File: config.mk
export PLATFORM = sky130hd
export DESIGN_NAME = mem_data_port
export DESIGN_NICKNAME = d
export VERILOG_FILES = /design/src/rtl/mem_data_port.sv
export SDC_FILE = /design/constraint.sdc
export NUM_CORES = 1
export LEC_CHECK = 0
export CAP_MARGIN = 25
export CORE_UTILIZATION = 43
export CTS_CLUSTER_DIAMETER = 40
export DETAILED_ROUTE_END_ITERATION = 8
export GPL_TIMING_DRIVEN = 1
export PLACE_DENSITY = 0.94
export RECOVER_POWER = 100
export SLEW_MARGIN = 0
export SYNTH_ARGS = -nofsm -noshare
export SYNTH_HDL_FRONTEND = slang
export SYNTH_SLANG_ARGS = --single-unit
export TNS_END_PERCENT = 5
File: constraint.sdc
create_clock -name clk -period 5.61 [get_ports clk]
set_input_delay 0.561 -clock clk [delete_from_list [all_inputs] [get_ports clk]]
set_output_delay 0.561 -clock clk [all_outputs]
set_load 0.05 [all_outputs]
File: src/rtl/mem_data_port.sv
// mem_data_port: MEM-stage data-memory port. Converts a load/store from the
// pipeline into a single registered request on the memory bus, holds the
// pipeline with stall until the access completes, times out a silent memory,
// and flags illegal accesses (load+store together, or misaligned word address).
//
// Memory handshake: mem_req is the request valid. While mem_req=1, mem_we,
// mem_addr and mem_wdata stay constant. The memory completes the request by
// raising mem_ack for exactly one cycle, which is the ready strobe. mem_rdata
// is meaningful only in that cycle. The transfer happens on the rising edge
// where mem_req=1 and mem_ack=1. mem_ack is ignored whenever no request is
// outstanding.
module mem_data_port #(
    parameter logic [7:0] TIMEOUT = 8'd255
) (
    input  logic        clk,
    input  logic        rst,
    input  logic        MemRead_in,
    input  logic        MemWrite_in,
    input  logic [31:0] addr_in,
    input  logic [31:0] wd_in,
    output logic        mem_req,
    output logic        mem_we,
    output logic [31:0] mem_addr,
    output logic [31:0] mem_wdata,
    input  logic        mem_ack,
    input  logic [31:0] mem_rdata,
    output logic [31:0] rd_out,
    output logic        stall,
    output logic        err,
    output logic [1:0]  dbg_state   // 0 = IDLE, 1 = BUSY, 2 = DONE
);

    typedef enum logic [1:0] {
        S_IDLE = 2'd0,
        S_BUSY = 2'd1,
        S_DONE = 2'd2
    } state_t;

    state_t      state_q, state_d;
    logic        req_q, req_d;
    logic        we_q, we_d;
    logic [31:0] addr_q, addr_d;
    logic [31:0] wdata_q, wdata_d;
    logic [31:0] rd_q, rd_d;
    logic        err_q, err_d;
    logic [7:0]  cnt_q, cnt_d;

    logic acc;
    logic fault;

    // A legal access is exactly one of load/store to a word-aligned address.
    assign acc   = (MemRead_in ^ MemWrite_in) && (addr_in[1:0] == 2'b00);
    assign fault = (MemRead_in | MemWrite_in) && !acc;

    // Next-state and next-output logic for the access sequencer.
    always_comb begin
        state_d = state_q;
        req_d   = req_q;
        we_d    = we_q;
        addr_d  = addr_q;
        wdata_d = wdata_q;
        rd_d    = rd_q;
        err_d   = 1'b0;
        cnt_d   = cnt_q;
        case (state_q)
            S_IDLE: begin
                if (acc) begin
                    req_d   = 1'b1;
                    we_d    = MemWrite_in;
                    addr_d  = addr_in;
                    wdata_d = wd_in;
                    cnt_d   = 8'd0;
                    state_d = S_BUSY;
                end else if (fault) begin
                    err_d = 1'b1;
                end
            end
            S_BUSY: begin
                // An ack arriving on the timeout cycle still completes normally.
                if (mem_ack) begin
                    req_d = 1'b0;
                    if (!we_q) begin
                        rd_d = mem_rdata;
                    end
                    state_d = S_DONE;
                end else if (cnt_q + 8'd1 == TIMEOUT) begin
                    req_d = 1'b0;
                    if (!we_q) begin
                        rd_d = 32'd0;
                    end
                    err_d   = 1'b1;
                    cnt_d   = cnt_q + 8'd1;
                    state_d = S_DONE;
                end else begin
                    cnt_d = cnt_q + 8'd1;
                end
            end
            S_DONE: begin
                // One free cycle so the pipeline advances; new requests wait.
                state_d = S_IDLE;
            end
            default: begin
                state_d = S_IDLE;
            end
        endcase
    end

    // State and registered outputs; reset abandons any outstanding access.
    always_ff @(posedge clk) begin
        if (rst) begin
            state_q <= S_IDLE;
            req_q   <= 1'b0;
            we_q    <= 1'b0;
            addr_q  <= 32'd0;
            wdata_q <= 32'd0;
            rd_q    <= 32'd0;
            err_q   <= 1'b0;
            cnt_q   <= 8'd0;
        end else begin
            state_q <= state_d;
            req_q   <= req_d;
            we_q    <= we_d;
            addr_q  <= addr_d;
            wdata_q <= wdata_d;
            rd_q    <= rd_d;
            err_q   <= err_d;
            cnt_q   <= cnt_d;
        end
    end

    // Stall covers the issuing cycle and every waiting cycle, never reset or DONE.
    assign stall = !rst && (((state_q == S_IDLE) && acc) || (state_q == S_BUSY));

    assign mem_req   = req_q;
    assign mem_we    = we_q;
    assign mem_addr  = addr_q;
    assign mem_wdata = wdata_q;
    assign rd_out    = rd_q;
    assign err       = err_q;
    assign dbg_state = state_q;

endmodule

# ---- Word level (Yosys, flattened, before mapping)
# Cells that the tools add are included.
dict set report word_totals {
  register_bits 109
  latchBits 0
  ramBits 0
  romBits 0
  in_bits 101
  out_inout_bits 102
  wordCells 53
  mem_count 0
}
dict set report op_classes {
  add_sub_neg 1
  mul 0
  div 0
  n_lt_le_gt_ge 0
  eq_ne 5
  shift 0
  muxes 20
  bitwise_logic 3
  reduce_logical 16
}
# cell count
set ops {}
lappend ops {{32-bit 2-to-1 mux} 4}
lappend ops {{8-bit 2-to-1 mux} 2}
lappend ops {{8-bit one-hot mux with 2 select lines} 1}
lappend ops {{3-bit AND reduction} 3}
lappend ops {{8-bit by 1-bit adder with 8-bit output, second input constant} 1}
lappend ops {{8-bit equality test, second input constant} 1}
lappend ops {{1-bit 2-to-1 mux} 7}
lappend ops {{2-bit 2-to-1 mux} 3}
lappend ops {{1-bit logical AND} 4}
lappend ops {{2-bit zero test} 2}
lappend ops {{2-bit != test, second input constant} 2}
lappend ops {{1-bit one-hot mux with 2 select lines} 2}
lappend ops {{2-bit one-hot mux with 2 select lines} 1}
lappend ops {{2-bit AND reduction} 2}
lappend ops {{2-bit nonzero test} 2}
lappend ops {{3-bit != test, second input constant} 1}
lappend ops {{2-bit by 1-bit equality test with 1-bit output, second input constant} 1}
lappend ops {{1-bit zero test} 2}
lappend ops {{1-bit logical OR} 1}
lappend ops {{1-bit NOT} 1}
lappend ops {{1-bit OR} 1}
lappend ops {{1-bit XOR} 1}

# ---- Logic depth before layout (Yosys ltp)
# Gate-level depths: netlist of run 1.
dict set report depth {
  word_depth 7
  depth_mapped 8
  mapped_depth_nobuf 6
}

# ---- Worst setup path before layout of run 1
# Ideal clock, no wire load.
dict set report synth_path {
  kind {input to output}
  startpoint {input port MemRead_in}
  endpoint {output port stall}
  arrival_ps 2291
  required_ps 5049
  slack_ps 2758
  path_stages 5
  path_buffers 0
  path_cell_list {inv_1 -> ha_1 -> nor3b_1 -> nor2_1 -> nor3_1}
}
dict set report synth_via {
  elab_chain_len 5
}
# item line_no
set synth_rtl {}
lappend synth_rtl {{start: declaration} 17} ;# input logic MemRead_in,
lappend synth_rtl {{1-bit XOR} 52} ;# assign acc = (MemRead_in ^ MemWrite_in) && (addr_in[1:0] == 2'b00);
lappend synth_rtl {{1-bit logical AND} 52}
lappend synth_rtl {{1-bit logical AND} 132} ;# assign stall = !rst && (((state_q == S_IDLE) && acc) || (state_q == S_BUSY));
lappend synth_rtl {{1-bit logical OR} 132}
lappend synth_rtl {{1-bit logical AND} 132}
lappend synth_rtl {{end: declaration} 28} ;# output logic stall,
# Every way passes these cells.

# ---- Worst setup path in the final report of run 1
dict set report layout_path {
  startpoint {input port MemWrite_in}
  endpoint {register cnt_q[5]}
}
dict set report layout_via {
  elab_chain_len 4
}
# item line_no
set layout_rtl {}
lappend layout_rtl {{start: declaration} 18} ;# input logic MemWrite_in,
lappend layout_rtl {{1-bit XOR} 52}
lappend layout_rtl {{1-bit logical AND} 52}
lappend layout_rtl {{2-bit != test (no line)} -}
lappend layout_rtl {{3-bit AND reduction (no line)} -}
lappend layout_rtl {{end signal: assignment} 127} ;# cnt_q <= cnt_d;
lappend layout_rtl {{end: declaration} 46} ;# logic [7:0] cnt_q, cnt_d;
# Every way passes these cells.
# A chain may end at the register's enable or synchronous reset.

==> impl_metrics.py, run 1 <==
metrics = {
    "timing": {
        "post-route-period-util_pct": 72.1,
        "slew_viol_final": 52,
        "setup_tns_ps": 0,
        "fin_hold_ws_ps": 455,
        "setup_viol": 0,
        "maxSlewHeadroom_pct": -45.0,
        "hold_viol": 0,
        "worst_pin_slew_ps": 2180,
        "rsz0062_at_grt": "no",
        "max_freq_mhz": 247,
        "period_needed_ps": 4050,
        "fin_skew_ps": 17.3,
    },
    "floorplanning": {
        "die_area_sq_um": 10000,
        "die_y_microns": 100,
        "start_util_pct": 44.5,
        "ioPinCount": 203,
        "die_w_microns": 100,
        "num_rows": 35,
        "coreArea_sq_um": 9280,
    },
    "synth": {
        "synth-async-reset-ratio_pct": 0,
        "netlist_area_sq_um": 4130,
        "synthCells": 473,
        "avgSynthCellArea_sq_um": 8.73,
        "ys_seq_area_share_pct": 52.8,
        "synthFlopType": "dfxtp_1",
        "synth_cell_type_count": 36,
        "yosysWarnings": 0,
        "ys_seq_elements": 109,
        "synth_edf_count": 0,
        "synthesis.nets": 577,
    },
    "drt": {
        "wirelength_mm": 11.5,
        "vias_per_cell": 5.06,
        "first_pass_iters": 4,
        "routedWlPerCell_microns": 14.5,
        "drc": 0,
        "vias": 4004,
        "drtAntennaViolNets": 0,
        "drt-initial-drc-count": 183,
    },
    "setup_path": {
        "critPathCaptureType": "register",
        "cpMostUsedCell": "nand2_1",
        "cp_data_arrival_time_ps": 4310,
        "crit_family": "buffers and inverters",
        "timing.rr.end": "cnt_q[5]",
        "slowest_stage": "clkbuf_1",
        "crit_chain": "dlygate4sd3_1, inv_1, ha_1, nor3b_1, nand2_1, clkbuf_1, nand2_1, a311oi_1",
        "crit_path_start": "MemWrite_in",
        "critical_path_peak_fanout": 51,
        "cp_num_buf_inv": 3,
        "crit_cells": 8,
        "r2r-start": "dbg_state[0]",
        "cp_data_required_time_ps": 5870,
        "critPathMaxStageDelay_ps": 1610,
        "crit_type": "input port to register",
        "setup.worst_path.end": "cnt_q[5]",
        "r2r_slack_ps": 2230,
        "r2r.worst_path.cells": 5,
        "startpoint_type": "input port",
    },
    "power_and_ir_drop": {
        "leakage_nw": 2.47,
        "p_per_area_nw_per_um2": 238,
        "peakVddDrop_mv": 0.133,
    },
    "final_layout": {
        "multiInputGateArea_sq_um": 1720,
        "drive_gt1_share_pct": 4.08,
        "diodes": 0,
        "syn_to_final_growth_pct": 53.1,
        "fin_area_sq_um": 6320,
        "nets": 762,
        "seq_area_sq_um": 2180,
        "fillCellCount": 715,
    },
    "placement": {
        "dp_hpwl_mm": 8.26,
        "io_buffers": 202,
        "gp_congestion": 0.789,
        "place_area_sq_um": 6230,
    },
    "global_route": {
        "use_met2_pct": 39.8,
        "grt_max_degree": 72,
        "busiest_layer": "met2",
        "grt-ovfl-total": 0,
        "grt_pass1_vias": 3906,
        "met3_usage_pct": 6.20,
        "grt.total_usage_pct": 22.6,
        "grt_first_pass_wirelength_mm": 18.2,
        "grt_antenna_before_repair": 0,
        "grt_use_met1_pct": 26.2,
    },
    "min_path": {
        "holdCritPathClass": "register to register",
    },
    "outcome": {
        "violations": "max-capacitance violations, max-slew violations",
        "outcome": "complete, but fails checks",
    },
    "run": {
        "maxCapViolCount": 1,
    },
    "clocking": {
        "h-tree-depth": 3,
        "root_buffer": "clkbuf_8",
        "cts_inserted_buffers": 9,
        "clockBufferDepth": 2,
        "clk_pin_slew_ps": 90,
        "hold_buffers": 0,
        "post_cts_resized": 0,
        "post_cts_buffers": 0,
        "clkSinkCount": 109,
        "tritoncts": "built",
        "insertion_delay_ps": 360,
    },
}
-- registers in the layout (all words and copies together) (netlist names) --
name / count
mem_req: 1
mem_we: 1
err: 1
mem_addr: 32
rd_out: 32
mem_wdata: 32
cnt_q: 8
dbg_state: 2
-- power breakdown --
group / total, mW / switching, mW / internal [mW]
clock: 0.427 / 0.254 / 0.173
sequential: 0.809 / 0.0124 / 0.797
combinational: 0.268 / 0.156 / 0.113
total: 1.50 / 0.422 / 1.08
-- routing by layer --
metal	wire length [microns]	vias up
met3	969	21
li1	-	1960
met4	252	0
met1	4580	1848
met5	0	-
met2	5680	175
-- final cells by class --
type                    count  share of cell area [%]
clock buffers              10                    2.18
multi-input cells         325                    27.2
flip-flops and latches    109                    34.5
clock inverters             5                   0.554
inverters                   6                   0.356
well taps                 129                    2.55
repair buffers            207                    32.6
-- worst min-delay path, cell delays in order (launching register included) --
cell and delay, ps:
dfxtp_1 320, nand2_1 50, a21oi_1 50
-- layout by cell type (no fill, tap or decap), types with 3 or more instances in the layout --
master | netlist | final
a2111oi_0 | 2 | 3
a21oi_1 | 68 | 68
buf_4 | 0 | 3
clkbuf_8 | 0 | 10
clkdlybuf4s50_1 | 0 | 98
dfxtp_1 | 109 | 109
dlygate4sd3_1 | 0 | 103
ha_1 | 3 | 3
inv_1 | 6 | 6
mux2i_1 | 32 | 32
nand2_1 | 137 | 137
nand3_1 | 2 | 3
nor2_1 | 13 | 13
nor3_1 | 27 | 33
nor3_2 | 11 | 4
o21ai_0 | 4 | 4
or3_1 | 2 | 3
-- per-stage QoR --
step | worst slack [ps] | util, % | cells | total power [mW]
2_1_floorplan | 2760 | - | 473 | 0.971
3_5_place_dp | 2170 | 67.1 | 776 | 1.11
6_report | 1560 | 68.1 | 791 | 1.50
5_1_grt | 1190 | 68.1 | 791 | 1.57
4_1_cts | 2150 | 69.0 | 791 | 1.53
3_3_place_gp | 2220 | 66.7 | 774 | 1.10
-- synthesized netlist by cell type (2+ instances only) --
master | count | area share [%]
inv_1 | 6 | 0.55
nor3b_1 | 2 | 0.36
buf_6 | 3 | 0.82
nand3_1 | 2 | 0.24
buf_2 | 4 | 0.48
o21ai_0 | 4 | 0.48
and3_1 | 2 | 0.30
a21oi_1 | 68 | 8.2
nor3_1 | 27 | 3.3
dfxtp_1 | 109 | 53
mux2i_1 | 32 | 7.8
or3_1 | 2 | 0.30
clkbuf_1 | 21 | 1.9
ha_1 | 3 | 0.91
a31oi_1 | 2 | 0.30
nor3_2 | 11 | 2.7
buf_1 | 5 | 0.45
a2111oi_0 | 2 | 0.42
nor2_1 | 13 | 1.2
a311oi_1 | 2 | 0.42
nand2_1 | 137 | 12
xnor2_1 | 2 | 0.42
-- worst min path at each step --
stage | end | cells past startpoint | start | slack [ps]
after floorplan | cnt_q[4] | 1 | cnt_q[4] | 470
after global placement | mem_wdata[3] | 2 | mem_wdata[3] | 440
after detailed placement | mem_addr[8] | 2 | mem_addr[8] | 450
after CTS | mem_addr[8] | 2 | mem_addr[8] | 460
after global routing | mem_addr[3] | 2 | mem_addr[3] | 470
final | mem_wdata[1] | 2 | mem_wdata[1] | 460
-- cells by family (layout without fill, tap and decap cells) --
| logic type | count (synthesis) | count (layout) | share of synthesized area [%] |
|---|---|---|---|
| AND/OR/NAND/NOR | 204 | 204 | 22.4 |
| flip-flops | 109 | 109 | 52.8 |
| AO/OA/AOI/OAI | 84 | 84 | 11.5 |
| buffers and inverters | 39 | 228 | 4.21 |
| multiplexers | 32 | 32 | 7.75 |
| adder cells (fa/ha/maj) | 3 | 3 | 0.909 |
| XOR/XNOR | 2 | 2 | 0.424 |
(Power assumes the default switching activity.)
==> run 2, diff against run 1 <==
--- a/config.mk
+++ b/config.mk
@@ -6,11 +6,11 @@
 export NUM_CORES = 1
 export LEC_CHECK = 0
 export CAP_MARGIN = 25
-export CORE_UTILIZATION = 43
+export CORE_UTILIZATION = 40
 export CTS_CLUSTER_DIAMETER = 40
 export DETAILED_ROUTE_END_ITERATION = 8
 export GPL_TIMING_DRIVEN = 1
-export PLACE_DENSITY = 0.94
+export PLACE_DENSITY = 0.89
 export RECOVER_POWER = 100
 export SLEW_MARGIN = 0
 export SYNTH_ARGS = -nofsm -noshare
==> constraint.sdc (replaced) <==
create_clock -name clk -period 4.2 [get_ports clk]
set_input_delay 0.42 -clock clk [delete_from_list [all_inputs] [get_ports clk]]
set_output_delay 0.42 -clock clk [all_outputs]
set_load 0.05 [all_outputs]
==> run 2 against run 1 <==
Compared with the run above:
- the flow still finishes with violations (max-capacitance violations, max-slew violations)
- sequential share of layout area shrank 0.22 points
- routed wire length shrank 2.0%
- utilization shrank 3.9 points
- critical path depth shrank 1
- power grew 40%
- design area grew 0.63%
- die area grew 7.3%
- clock-buffer cell count grew 1
- largest cell class unchanged
- clock power grew 55%
- final cell count grew 0.76%
- combinational power grew 34%
==> impl_metrics.py, run 2 (same netlist as run 1, synthesis figures left out) <==
metrics = {
    "setup_path": {
        "slowest_stage": "dlygate4sd3_1",
        "crit_chain": "dlygate4sd3_1, inv_1, ha_1, nor3b_1, nor2_1, nor3_1, dlygate4sd3_1",
        "cpMostUsedCell": "dlygate4sd3_1",
        "crit_path_start": "MemWrite_in",
        "r2r-start": "cnt_q[0]",
        "critPathMaxStageDelay_ps": 910,
        "critPathCaptureType": "primary output",
        "cp_data_arrival_time_ps": 2950,
        "cp_data_required_time_ps": 3780,
        "r2r_slack_ps": 1000,
        "critical_path_peak_fanout": 4,
        "startpoint_type": "input port",
        "crit_type": "input port to primary output",
    },
    "final_layout": {
        "fin_area_sq_um": 6360,
        "postLayoutCoreUtil_pct": 64.2,
        "mostFrequentLayoutCell": "nand2_1",
        "diodes": 0,
        "syn_to_final_growth_pct": 54.0,
        "nets": 763,
        "final_cell_mix": "nand2_1 (137), dfxtp_1 (109), dlygate4sd3_1 (103), clkdlybuf4s50_1 (98), a21oi_1 (68)",
        "fillCellCount": 826,
        "drive_gt1_share_pct": 4.52,
    },
    "clocking": {
        "clkSinkCount": 109,
        "clk_pin_slew_ps": 90,
        "root_buffer": "clkbuf_8",
        "h-tree-depth": 3,
        "hold_buffers": 0,
        "insertion_delay_ps": 360,
        "clockBufferDepth": 2,
        "post_cts_buffers": 0,
        "post_cts_resized": 0,
        "tritoncts": "built",
        "cts_inserted_buffers": 9,
    },
    "drt": {
        "drt-initial-drc-count": 226,
        "routedWlPerCell_microns": 14.1,
        "vias_per_cell": 4.97,
        "vias": 3959,
        "drtAntennaViolNets": 0,
        "wirelength_mm": 11.3,
        "drc": 0,
        "first_pass_iters": 4,
    },
    "outcome": {
        "violations": "max-capacitance violations, max-slew violations",
        "outcome": "complete, but fails checks",
    },
    "timing": {
        "max_freq_mhz": 296,
        "setup_viol": 0,
        "period_needed_ps": 3370,
        "worst_pin_slew_ps": 1530,
        "maxSlewHeadroom_pct": -1.83,
        "post-route-period-util_pct": 80.3,
        "setup_tns_ps": 0,
        "rsz0062_at_grt": "no",
        "hold_viol": 0,
        "setup_ws_ps": 826,
        "slew_viol_final": 33,
        "fin_skew_ps": 13.6,
    },
    "floorplanning": {
        "coreArea_sq_um": 9910,
        "die_w_microns": 104,
        "die_area_sq_um": 10700,
        "ioPinCount": 203,
        "num_rows": 36,
        "start_util_pct": 41.7,
        "die_y_microns": 104,
    },
    "placement": {
        "io_buffers": 202,
        "place_area_sq_um": 6220,
        "gp_congestion": 0.784,
        "dp_hpwl_mm": 8.08,
        "dpl_worst_slack_ps": 915,
    },
    "global_route": {
        "grt-ovfl-total": 0,
        "grt_max_degree": 71,
        "grt_antenna_before_repair": 0,
        "grt.total_usage_pct": 20.8,
        "grt_pass1_vias": 3853,
        "grt_first_pass_wirelength_mm": 18.4,
    },
    "power_and_ir_drop": {
        "p_per_area_nw_per_um2": 330,
        "swShare_pct": 27.9,
        "leakage_nw": 2.49,
        "clkPwrFrac_pct": 31.5,
        "peakVddDrop_mv": 0.195,
        "intPower_mw": 1.51,
        "p_sw_mw": 0.585,
        "pwr-share-seq_pct": 51.5,
        "p_comb_share_pct": 17.0,
    },
    "min_path": {
        "min_from": "mem_addr[20]",
        "holdCritPathClass": "register to register",
    },
    "run": {
        "maxCapViolCount": 1,
    },
}
-- run 2: cell types whose count changed in the layout (fill, tap and decap cells not counted) --
cell | previous run | this run
buf_12 | 1 | 0
inv_8 | 0 | 1
clkbuf_2 | 0 | 2
nor3_2 | 4 | 6
nor3_1 | 33 | 31
clkinv_2 | 2 | 0
clkbuf_1 | 2 | 3
bufinv_16 | 0 | 1
-- run 2: stage by stage --
stage                     power [mW]  cells  hold slack, ps
after floorplan                 1.30    473             471
after global placement          1.47    781             441
after detailed placement        1.48    781             448
after CTS                       2.14    797             462
after global routing            2.19    797             475
final                           2.10    797             455
-- run 2: final cells by class --
| type | instances | area [sq um] | share of cell area (%) |
|---|---|---|---|
| clock inverters | 5 | 66.3 | 1.04 |
| well taps | 133 | 166 | 2.62 |
| inverters | 6 | 22.5 | 0.354 |
| flip-flops and latches | 109 | 2180 | 34.3 |
| multi-input cells | 325 | 1730 | 27.2 |
| clock buffers | 11 | 141 | 2.22 |
| repair buffers | 208 | 2050 | 32.2 |
-- run 2: worst paths after layout --
kind | end | depth (start not counted)
worst min-delay path | mem_addr[20] | 2
worst max-delay path | stall | 7
worst max register to register | rd_out[24] | 6
worst min register to register | mem_addr[20] | 2
-- run 2: power groups by stage --
| stage | Combinational [mW] | Clock [mW] | Sequential, mW |
|---|---|---|---|
| floorplan | 0.0856 | 0 | 1.21 |
| global placement | 0.365 | 0 | 1.10 |
| detailed placement | 0.371 | 0 | 1.11 |
| CTS | 0.373 | 0.685 | 1.08 |
| global route | 0.378 | 0.725 | 1.09 |
| finish | 0.358 | 0.661 | 1.08 |
-- run 2: critical path, delay by kind of cell --
family	cells	cell delay, ps
buffers and inverters	3	1510
and+or+nand+nor	3	760
adders and majority gates	1	250
-- run 2: per-layer routing --
metal,vias up,wire [microns],GRT usage (%)
li1,1963,-,-
met1,1828,4860,25.5
met2,153,5410,35.3
met3,15,811,5.29
met4,0,167,6.94
met5,-,0,0
==> run 3, diff against run 2 <==
--- a/config.mk
+++ b/config.mk
@@ -6,11 +6,11 @@
 export NUM_CORES = 1
 export LEC_CHECK = 0
 export CAP_MARGIN = 25
-export CORE_UTILIZATION = 40
+export CORE_UTILIZATION = 36
 export CTS_CLUSTER_DIAMETER = 40
 export DETAILED_ROUTE_END_ITERATION = 8
 export GPL_TIMING_DRIVEN = 1
-export PLACE_DENSITY = 0.89
+export PLACE_DENSITY = 0.85
 export RECOVER_POWER = 100
 export SLEW_MARGIN = 0
 export SYNTH_ARGS = -nofsm -noshare
==> constraint.sdc (replaced) <==
create_clock -name clk -period 2.76 [get_ports clk]
set_input_delay 0.276 -clock clk [delete_from_list [all_inputs] [get_ports clk]]
set_output_delay 0.276 -clock clk [all_outputs]
set_load 0.05 [all_outputs]
==> run 3 against run 2 <==
Compared with the run above:
- the flow now finishes without violations
- clock skew down 8.5 ps
- via count decreased by 1.1%
- clock-buffer cell count did not move
- clock power increased by 100%
- power increased by 68%
- final cell count up 0.88%
- worst setup slack worse by 410 ps
- register-to-register slack worse by 590 ps
- critical path type unchanged
- critical endpoint unchanged
- largest cell class unchanged
==> impl_metrics.py, run 3 (same netlist as run 1, synthesis figures left out) <==
metrics = {
    "placement": {
        "dp_hpwl_mm": 8.40,
        "place_area_sq_um": 6270,
        "io_buffers": 202,
        "placedCellCount": 791,
        "gp_congestion": 0.779,
    },
    "drt": {
        "vias": 3914,
        "drc": 0,
        "wirelength_mm": 11.4,
        "routedWlPerCell_microns": 14.2,
        "drt-initial-drc-count": 170,
        "drtAntennaViolNets": 0,
        "first_pass_iters": 4,
        "vias_per_cell": 4.87,
    },
    "setup_path": {
        "startpoint_type": "input port",
        "crit_type": "input port to primary output",
        "critPathCaptureType": "primary output",
        "cp_data_required_time_ps": 2480,
        "critical_path_peak_fanout": 4,
        "cp_data_arrival_time_ps": 2070,
    },
    "final_layout": {
        "diodes": 0,
        "drive_gt1_share_pct": 4.37,
        "final_cell_mix": "nand2_1 (137), dfxtp_1 (109), dlygate4sd3_1 (102), clkdlybuf4s50_1 (98), a21oi_1 (68)",
        "multiInputGateArea_sq_um": 1710,
        "syn_to_final_growth_pct": 57.4,
        "fillCellCount": 957,
        "mostFrequentLayoutCell": "nand2_1",
        "nets": 766,
        "fin_area_sq_um": 6500,
        "final_cells": 804,
        "seq_area_sq_um": 2180,
    },
    "timing": {
        "rsz0062_at_grt": "no",
        "slew_viol_final": 0,
        "setup_tns_ps": 0,
        "fin_skew_ps": 5.06,
        "period_needed_ps": 2350,
        "worst_pin_slew_ps": 766,
        "maxSlewHeadroom_pct": 48.8,
        "setup_viol": 0,
        "post-route-period-util_pct": 85.1,
        "max_freq_mhz": 426,
        "hold_viol": 0,
    },
    "global_route": {
        "grt_pass1_vias": 3868,
        "grt_antenna_before_repair": 0,
        "grt_first_pass_wirelength_mm": 17.8,
        "grt-ovfl-total": 0,
        "grt_max_degree": 74,
        "grt.total_usage_pct": 18.9,
    },
    "clocking": {
        "clockBufferDepth": 2,
        "post_cts_resized": 0,
        "cts_inserted_buffers": 9,
        "post_cts_buffers": 0,
        "root_buffer": "clkbuf_16",
        "h-tree-depth": 3,
        "insertion_delay_ps": 330,
        "clk_pin_slew_ps": 70,
        "clkSinkCount": 109,
        "hold_buffers": 0,
        "tritoncts": "built",
    },
    "run": {
        "maxCapViolCount": 0,
    },
    "min_path": {
        "holdCritPathClass": "register to register",
    },
    "floorplanning": {
        "num_rows": 38,
        "ioPinCount": 203,
        "start_util_pct": 37.5,
        "die_y_microns": 109,
        "coreArea_sq_um": 11000,
        "die_w_microns": 109,
        "die_area_sq_um": 11900,
    },
    "outcome": {
        "outcome": "finished clean",
    },
    "power_and_ir_drop": {
        "peakVddDrop_mv": 0.326,
        "p_per_area_nw_per_um2": 542,
        "leakage_nw": 2.55,
    },
}
==> run 3: changes by cell type in the layout (fill, tap and decap cells not counted), sizes merged <==
cell / previous run / this run
buf: 3 / 10
clkbuf: 15 / 12
inv: 8 / 6
bufinv: 1 / 2
clkinv: 1 / 0
clkinvlp: 1 / 0
dlygate4sd3: 103 / 102
==> run 3: final timing paths <==
check	from	end	slack, ps	depth (start not counted)
max	MemWrite_in	stall	410	7
min	mem_wdata[2]	mem_wdata[2]	450	2
max reg2reg	cnt_q[1]	rd_out[25]	410	6
min reg2reg	mem_wdata[2]	mem_wdata[2]	450	2
==> run 3: per-layer routing <==
metal  wire length [microns]  global-route usage (%)  up-vias
met5                       0                       0        -
met4                      52                    4.34        0
met3                    1000                    6.69        6
met2                    5770                    33.8      141
met1                    4590                    21.2     1798
li1                        -                       -     1969
==> run 3: critical path, cell delays in order <==
cell and delay, ps:
dlygate4sd3_1 540, inv_1 50, ha_1 250, nor3b_1 370, nor2_1 110, nor3_1 290, buf_12 190
==> run 3: layout make-up <==
type	count	area share, %
Clock buffer	11	3.73
Clock inverter	2	0.924
Inverter	6	0.346
Multi-Input combinational cell	325	26.4
Sequential cell	109	33.6
Tap cell	140	2.69
Timing Repair Buffer	211	32.4
==> run 3: where the power goes <==
| group | internal (mW) | total, mW | switching [mW] |
|---|---|---|---|
| logic | 0.235 | 0.552 | 0.317 |
| registers | 1.62 | 1.65 | 0.0247 |
| clock network | 0.805 | 1.32 | 0.519 |
| total | 2.66 | 3.52 | 0.861 |
==> run 3: through the flow <==
step	hold WS, ps	utilization, %	setup slack [ps]	power, mW
finish	450	58.9	412	3.52
global placement	442	56.9	420	2.24
CTS	457	59.6	429	3.58
detailed placement	449	56.9	310	2.26
global route	476	58.9	233	3.66
floorplan	412	-	478	1.97
